**config.mk**
```make
export PLATFORM = sky130hd
export DESIGN_NAME = uart_rx
export DESIGN_NICKNAME = d
export VERILOG_FILES = /design/src/rtl/uart_pkg.sv /design/src/rtl/uart_sync.sv /design/src/rtl/uart_rx.sv
export SDC_FILE = /design/constraint.sdc
export NUM_CORES = 1
export LEC_CHECK = 0
export ABC_AREA = 0
export CORE_MARGIN = 2
export CORE_UTILIZATION = 54
export CTS_CLUSTER_DIAMETER = 40
export DETAILED_ROUTE_END_ITERATION = 8
export GPL_ROUTABILITY_DRIVEN = 1
export GPL_TIMING_DRIVEN = 0
export PLACE_DENSITY = 0.77
export SKIP_CTS_REPAIR_TIMING = 1
export SLEW_MARGIN = 20
export SYNTH_ARGS = -nofsm -noshare
export SYNTH_HDL_FRONTEND = slang
export SYNTH_HIERARCHICAL = 1
export SYNTH_SLANG_ARGS = --single-unit
```
**constraint.sdc**
```tcl
create_clock -name clk -period 2.4 [get_ports clk]
set_clock_uncertainty 0.2 [all_clocks]
set_input_delay 0.48 -clock clk [delete_from_list [all_inputs] [get_ports clk]]
set_output_delay 0.48 -clock clk [all_outputs]
set_load 0.02 [all_outputs]
```
**src/rtl/uart_pkg.sv**
```systemverilog
// Shared UART definitions: FSM state encoding, oversampling default and mid-bit sample point.
// The PARITY state exists only when UART_RX_PARITY_EN is defined.
package uart_pkg;

  localparam int OVERSAMPLE_DEF = 16;

  // Tick index (0-based) at which a bit is sampled, counted from the bit's first tick.
  function automatic int mid_sample(input int oversample);
    return oversample / 2 - 1;
  endfunction

  localparam int MID_SAMPLE = mid_sample(OVERSAMPLE_DEF);

  typedef enum logic [2:0] {
    IDLE,
    START,
    DATA,
`ifdef UART_RX_PARITY_EN
    PARITY,
`endif
    STOP
  } uart_state_e;

endpackage

```
**src/rtl/uart_sync.sv**
```systemverilog
// Two-flop synchronizer for a single asynchronous input; both flops reset to RST_VAL.
module uart_sync #(
  parameter logic RST_VAL = 1'b1
) (
  input  logic clk,
  input  logic rst,
  input  logic d_i,
  output logic q_o
);

  logic meta_q;
  logic sync_q;

  always_ff @(posedge clk or posedge rst) begin
    if (rst) begin
      meta_q <= RST_VAL;
      sync_q <= RST_VAL;
    end else begin
      meta_q <= d_i;
      sync_q <= meta_q;
    end
  end

  assign q_o = sync_q;

endmodule

```
**src/rtl/uart_rx.sv**
```systemverilog
// Oversampling UART receiver, LSB first, one stop bit.
// Define UART_RX_PARITY_EN to add an even-parity bit and the parity_err output.
module uart_rx
  import uart_pkg::*;
#(
  parameter int DATA_BITS  = 8,
  parameter int OVERSAMPLE = OVERSAMPLE_DEF
) (
  input  logic                 clk,
  input  logic                 rst,
  input  logic                 baud16x_tick,
  input  logic                 rx_in,
  output logic [DATA_BITS-1:0] rx_data,
  output logic                 rx_valid,
  output logic                 framing_err,
`ifdef UART_RX_PARITY_EN
  output logic                 parity_err,
`endif
  output logic                 rx_busy
);

  localparam int CNT_W = $clog2(OVERSAMPLE);
  localparam int BIT_W = $clog2(DATA_BITS);
  localparam logic [CNT_W-1:0] MID      = CNT_W'(mid_sample(OVERSAMPLE));
  localparam logic [CNT_W-1:0] LAST     = CNT_W'(OVERSAMPLE - 1);
  localparam logic [BIT_W-1:0] LAST_BIT = BIT_W'(DATA_BITS - 1);

  logic rx_s;
  logic prev_q;

  uart_state_e          state_q, state_d;
  logic [CNT_W-1:0]     cnt_q, cnt_d;
  logic [BIT_W-1:0]     bit_q, bit_d;
  logic [DATA_BITS-1:0] shift_q, shift_d;
  logic [DATA_BITS-1:0] data_q, data_d;
  logic                 valid_q, valid_d;
  logic                 ferr_q, ferr_d;
`ifdef UART_RX_PARITY_EN
  logic                 perr_q, perr_d;
  logic                 par_bad_q, par_bad_d;
`endif

  uart_sync #(.RST_VAL(1'b1)) u_sync (
    .clk (clk),
    .rst (rst),
    .d_i (rx_in),
    .q_o (rx_s)
  );

  always_ff @(posedge clk or posedge rst) begin
    if (rst) begin
      state_q   <= IDLE;
      cnt_q     <= '0;
      bit_q     <= '0;
      shift_q   <= '0;
      data_q    <= '0;
      valid_q   <= 1'b0;
      ferr_q    <= 1'b0;
      prev_q    <= 1'b1;
`ifdef UART_RX_PARITY_EN
      perr_q    <= 1'b0;
      par_bad_q <= 1'b0;
`endif
    end else begin
      state_q   <= state_d;
      cnt_q     <= cnt_d;
      bit_q     <= bit_d;
      shift_q   <= shift_d;
      data_q    <= data_d;
      valid_q   <= valid_d;
      ferr_q    <= ferr_d;
      prev_q    <= rx_s;
`ifdef UART_RX_PARITY_EN
      perr_q    <= perr_d;
      par_bad_q <= par_bad_d;
`endif
    end
  end

  always_comb begin
    state_d = state_q;
    cnt_d   = cnt_q;
    bit_d   = bit_q;
    shift_d = shift_q;
    data_d  = data_q;
    valid_d = 1'b0;
    ferr_d  = 1'b0;
`ifdef UART_RX_PARITY_EN
    perr_d    = 1'b0;
    par_bad_d = par_bad_q;
`endif
    case (state_q)
      // Edge detect runs every clk; a line held low (break) never re-triggers.
      IDLE: begin
        if (!rx_s && prev_q) begin
          state_d = START;
          cnt_d   = '0;
        end
      end
      START: begin
        if (baud16x_tick) begin
          if (cnt_q == MID) begin
            cnt_d   = '0;
            bit_d   = '0;
            state_d = rx_s ? IDLE : DATA;
          end else begin
            cnt_d = cnt_q + CNT_W'(1);
          end
        end
      end
      DATA: begin
        if (baud16x_tick) begin
          if (cnt_q == LAST) begin
            cnt_d   = '0;
            shift_d = {rx_s, shift_q[DATA_BITS-1:1]};
            bit_d   = bit_q + BIT_W'(1);
            if (bit_q == LAST_BIT) begin
`ifdef UART_RX_PARITY_EN
              state_d = PARITY;
`else
              state_d = STOP;
`endif
            end
          end else begin
            cnt_d = cnt_q + CNT_W'(1);
          end
        end
      end
`ifdef UART_RX_PARITY_EN
      PARITY: begin
        if (baud16x_tick) begin
          if (cnt_q == LAST) begin
            cnt_d     = '0;
            par_bad_d = (^shift_q) ^ rx_s;
            state_d   = STOP;
          end else begin
            cnt_d = cnt_q + CNT_W'(1);
          end
        end
      end
`endif
      STOP: begin
        if (baud16x_tick) begin
          if (cnt_q == LAST) begin
            cnt_d   = '0;
            state_d = IDLE;
            if (!rx_s) begin
              ferr_d = 1'b1;
            end
`ifdef UART_RX_PARITY_EN
            else if (par_bad_q) begin
              perr_d = 1'b1;
            end
`endif
            else begin
              valid_d = 1'b1;
              data_d  = shift_q;
            end
          end else begin
            cnt_d = cnt_q + CNT_W'(1);
          end
        end
      end
      default: state_d = IDLE;
    endcase
  end

  assign rx_data     = data_q;
  assign rx_valid    = valid_q;
  assign framing_err = ferr_q;
`ifdef UART_RX_PARITY_EN
  assign parity_err  = perr_q;
`endif
  assign rx_busy     = (state_q != IDLE);

endmodule

```
==> results of run 1 <==
==> cell usage after synthesis (2+ instances only) <==
cell,count,area [sq um]
buf_2,3,15.0
o21ai_0,3,15.0
inv_1,7,26.3
nor2b_1,2,12.5
mux2i_1,3,30.0
nand2_1,8,30.0
nor2_1,4,15.0
nor3b_1,2,15.0
mux2_2,16,180
nor3_1,2,10.0
ha_1,3,37.5
nand3_1,4,20.0
a21oi_1,2,10.0
dfrtp_1,27,676
dfstp_2,3,78.8
==> stage by stage <==
step / hold slack (ps) / TNS (ps) / cells
after floorplan: 145 / 0 / 104
after global placement: 149 / 0 / 148
after detailed placement: 156 / 0 / 148
after CTS: 168 / -88.4 / 155
after global routing: 171 / 0 / 155
final: 166 / 0 / 155
==> layout make-up <==
class                      count  area [sq um]  share of cell area, %
sequential                    30           754                   47.3
multi-input combinational     63           527                   33.0
timing repair buffer          14           143                   8.94
clock buffer                   6          51.3                   3.22
tap                           30          37.5                   2.35
clock inverter                 1          30.0                   1.88
buffer                         4          26.3                   1.65
inverter                       7          26.3                   1.65
==> final timing paths <==
kind,startpoint,endpoint,slack [ps],cells after the start
worst max-delay path,state_q[0],rx_busy,270,3
worst min-delay path,u_sync/meta_q,u_sync/q_o,170,0
worst max register to register,state_q[0],shift_q[7],450,5
worst min register to register,u_sync/meta_q,u_sync/q_o,170,0
max in group asynchronous,rst,prev_q,1280,2
min in group asynchronous,rst,u_sync/meta_q,320,2
==> flip-flops by register name, summed over array words and instances (netlist names) <==
signal,flops
rx_valid,1
prev_q,1
framing_err,1
shift_q,8
state_q,2
u_sync/meta_q,1
bit_q,3
cnt_q,4
u_sync/q_o,1
rx_data,8
==> report_power, final <==
part | switching [mW] | internal [mW]
sequential | 0.0545 | 0.578
clock | 0.161 | 0.242
combinational | 0.216 | 0.169
total | 0.431 | 0.989
==> routing by layer <==
layer,vias to the layer above,wire [um]
met3,5,86
met2,13,1020
li1,406,-
met5,-,0
met1,407,946
met4,0,55
==> kinds of logic after synthesis <==
logic type | after synthesis | synth area share (%)
flip-flops | 30 | 56.6
XOR/XNOR | 1 | 0.657
AO/OA/AOI/OAI | 12 | 8.54
adder cells (fa/ha/maj) | 3 | 2.81
multiplexers | 19 | 15.8
buffers and inverters | 11 | 3.94
AND/OR/NAND/NOR | 28 | 11.7
==> results.md, run 1 <==
* Status: completed
* GR Util met3 at 6.67%
* DPL Wire Length at 1.53 mm
* Initial antenna violation count at 0
* Area growth syn-to-layout at 19.6%
* Vias per cell at 5.36
* Largest net degree at the start of global routing at 29
* Most frequent cells in the layout: dfrtp_1, mux2_2, clkdlybuf4s50_1
* RSZ-0062 raised after global routing: false
* Pre-CTS WS at 5.26 ps
* Mean Syn Cell Area at 12.8 sq um
* Final setup margin at 266 ps
* Die H at 53.7 um
* Mapped cell area at 1330 sq um
* Die Wd at 53.7 um
* CTS Buffer Depth at 2
* Num rows at 18
* Clk sinks at 30
* Drt pass-1 iters at 4
* CTS Buf Count at 5
* TritonCTS clock tree: built
* EDFF count, synth at 0
* Fraction of registers with async set/reset at 100%
* Critical path's slowest cell: dfrtp_1
* Final antenna-violating net count at 0
* Mapped Cells at 104
* DRC violations left at 0
* Port Buffer Count at 14
* Hold Violations, Final at 0
* ANT cells at 0
* Slew @ Worst Pin at 557 ps
* M2 GR Usage at 26.0%
* Total global routing overflow at 0
* Pwr/cell area at 890 nW/um^2
* Final setup viols at 0
* CP Buf/Inv Count at 2
* Critical path's largest stage delay at 380 ps
* All-Layer GR Usage at 17.7%
* Distinct cells, synth at 30
* Leading cell type in the layout, fill and taps excluded: dfrtp_1
* H-Tree Depth at 2
* Filler cells at 184
* Initial core utilization at 55.3%
* Rel. slew slack at 62.8%
* Critical Setup Path Class: reg2out
* Max Slew Vio Count at 0
* Core Area at 2410 sq um
* Power Total at 1.42 mW
* Die Area at 2880 sq um
* Top Family by Delay on Critical Path: buffers and inverters
* Final core utilization at 66.2%
* Worst Path Required at 1720 ps
* Fmax at 469 MHz
* CTS root buffer: clkbuf_4
* Leakage at 0.749 nW
* Later-pin clock latency in the skew report at 330 ps
* Dominant synthesized flop cell: dfrtp_1
* Register area share after synthesis at 56.6%
* Critical Path, Cell by Cell: buf_2 -> or2_2 -> dlymetal6s2s_1
* Global-route wire length before repair at 3.44 mm
* Yosys reg bits at 30
* Worst Path Max Fanout at 10
* Tcrit/Tclk final at 88.9%
* VDD IR-drop max at 0.000689 V
* Layout cells sized above 1 at 29.6%
* Syn Nets at 111
* Instance area at placement at 1510 sq um
* Vias in the first global route at 773
* Yosys Warn Count at 6
* Initial DRC Count at 11
* Num ports at 15
* Fin area at 1600 sq um
* Global route hottest layer: met2
* DRT Wirelength at 2.10 mm
* Met1 usage at 22.2%
* Nets at 132
* Total number of vias at 831
* Hold WC Path Type: reg2reg
* Post-layout minimum cycle time at 2130 ps
* Avg WL per Cell at 13.6 um
* Startpoint types: register
* WP data arrival at 1450 ps
* Clk pin slew, worst setup/hold paths at 80 ps
* Final Wtd Congestion at 0.885
* Max-cap violations at 0
* CP endpoint kind: output pin
Power figures use the tool's default switching activity.
==> run 2, diff against run 1 <==
Settings changed: CORE_MARGIN 2 to 4.
==> run 2 against run 1 <==
Effect of this change:
- first-iteration DRC count shrank 18%
- clock power shrank 25%
- critical endpoint unchanged
- register-to-register slack is essentially flat
- fmax shrank 0.41%
- power shrank 7.2%
- worst setup slack lost 8.8 ps
- utilization grew 2.8 points
- cell area shrank 1.5%
==> results.md, run 2 (synthesized netlist as in run 1, its figures left out) <==
* Status: completed (unchanged)
* DPL Wire Length at 1.55 mm (was 1.53 mm)
* Num rows at 17 (was 18)
* All-Layer GR Usage at 15.3% (was 17.7%)
* Global route hottest layer: met2 (unchanged)
* Hold Crit Depth at 0 (unchanged)
* Leading cell type in the layout, fill and taps excluded: dfrtp_1 (unchanged)
* H-Tree Depth at 2 (unchanged)
* Final setup margin at 257 ps (was 266 ps)
* Startpoint types: register (unchanged)
* Global-route wire length before repair at 3.81 mm (was 3.44 mm)
* Power Total at 1.32 mW (was 1.42 mW)
* Clk pin slew, worst setup/hold paths at 90 ps (was 80 ps)
* Num ports at 15 (unchanged)
* Initial antenna violation count at 0 (unchanged)
* Fmax at 467 MHz (was 469 MHz)
* Area growth syn-to-layout at 17.8% (was 19.6%)
* Avg WL per Cell at 13.8 um (was 13.6 um)
* Final Wtd Congestion at 0.882 (was 0.885)
* Post-layout minimum cycle time at 2140 ps (was 2130 ps)
* Max-cap violations at 0 (unchanged)
* Die Wd at 57.7 um (was 53.7 um)
* Port Buffer Count at 14 (unchanged)
* VDD IR-drop max at 0.000602 V (was 0.000689 V)
* Slew @ Worst Pin at 934 ps (was 557 ps)
* Worst r2r path cells at 5 (unchanged)
* Drt pass-1 iters at 2 (was 4)
* Final antenna-violating net count at 0 (unchanged)
* DRC violations left at 0 (unchanged)
* CTS Buffer Depth at 2 (unchanged)
* ANT cells at 0 (unchanged)
* Filler cells at 154 (was 184)
* Placed Cells at 146 (was 148)
* Vias in the first global route at 871 (was 773)
* Final hold slack at 165 ps (was 166 ps)
* Hold WC Path Type: reg2reg (unchanged)
* Hold Violations, Final at 0 (unchanged)
* Pre-CTS WS at 18.2 ps (was 5.26 ps)
* Layout cells sized above 1 at 28.6% (was 29.6%)
* Clk sinks at 30 (unchanged)
* WP data arrival at 1460 ps (was 1450 ps)
* Initial core utilization at 58.6% (was 55.3%)
* Instance area at placement at 1510 sq um (about the same)
* Vias per cell at 5.44 (was 5.36)
* Nets at 132 (unchanged)
* Die H at 57.7 um (was 53.7 um)
* CP endpoint kind: output pin (unchanged)
* Pwr/cell area at 839 nW/um^2 (was 890 nW/um^2)
* Rel. slew slack at 37.4% (was 62.8%)
* Post-Layout Cell Count at 154 (was 155)
* Max Slew Vio Count at 0 (unchanged)
* Tcrit/Tclk final at 89.3% (was 88.9%)
* GR Util met3 at 6.24% (was 6.67%)
* CTS Buf Count at 5 (unchanged)
* Initial DRC Count at 9 (was 11)
* Largest net degree at the start of global routing at 29 (unchanged)
* Fin area at 1570 sq um (was 1600 sq um)
* M2 GR Usage at 24.2% (was 26.0%)
* Worst Path Max Fanout at 10 (unchanged)
* Most frequent cells in the layout: dfrtp_1, mux2_2, clkdlybuf4s50_1 (unchanged)
* Critical Setup Path Class: reg2out (unchanged)
* TritonCTS clock tree: built (unchanged)
* DRT Wirelength at 2.13 mm (was 2.10 mm)
* Later-pin clock latency in the skew report at 320 ps (was 330 ps)
* Core Area at 2280 sq um (was 2410 sq um)
* Final core utilization at 69.0% (was 66.2%)
* Die Area at 3330 sq um (was 2880 sq um)
* Total global routing overflow at 0 (unchanged)
* Total number of vias at 837 (was 831)
* Setup TNS at 0 ps (unchanged)
* Worst Path Required at 1720 ps (about the same)
* RSZ-0062 raised after global routing: false (unchanged)
* Final setup viols at 0 (unchanged)
* CTS root buffer: clkbuf_4 (unchanged)
* Leakage at 0.737 nW (was 0.749 nW)
* Met1 usage at 17.9% (was 22.2%)
==> run 2: cell count changes in the layout (fill, tap and decap cells not counted), sizes merged <==
cell and delta:
bufinv -1, clkbuf +1, inv -1, clkinv +2
==> run 2: worst max-delay path, stage by stage (launching register included) <==
cell	delay (ps)
dfrtp_1	390
buf_2	190
or2_2	330
dlymetal6s2s_1	220
==> run 2: power breakdown <==
part	switching, mW	internal (mW)
sequential	0.0538	0.578
combinational	0.214	0.168
clock	0.163	0.142
total	0.431	0.887
==> run 2: worst paths after layout <==
check	from	endpoint	slack [ps]
min in group asynchronous	rst	u_sync/meta_q	320
hold / removal	u_sync/meta_q	u_sync/q_o	160
setup reg to reg	state_q[0]	shift_q[5]	450
max in group asynchronous	rst	rx_data[4]	1180
setup / recovery	state_q[0]	rx_busy	260
hold reg to reg	u_sync/meta_q	u_sync/q_o	160
==> run 2: routing by layer <==
metal,part of all wire (%),up-vias
met3,4.7,5
met4,2.6,0
met1,45,410
met2,48,13
li1,-,409
met5,0,-
==> run 2: final cells by class <==
class                      instances  area, sq um  area share (%)
buffer                             4         26.3            1.67
sequential                        30          754            48.0
clock inverter                     1         5.00           0.318
multi-input combinational         63          527            33.5
timing repair buffer              14          143            9.08
inverter                           7         26.3            1.67
tap                               28         35.0            2.23
clock buffer                       7         55.1            3.50
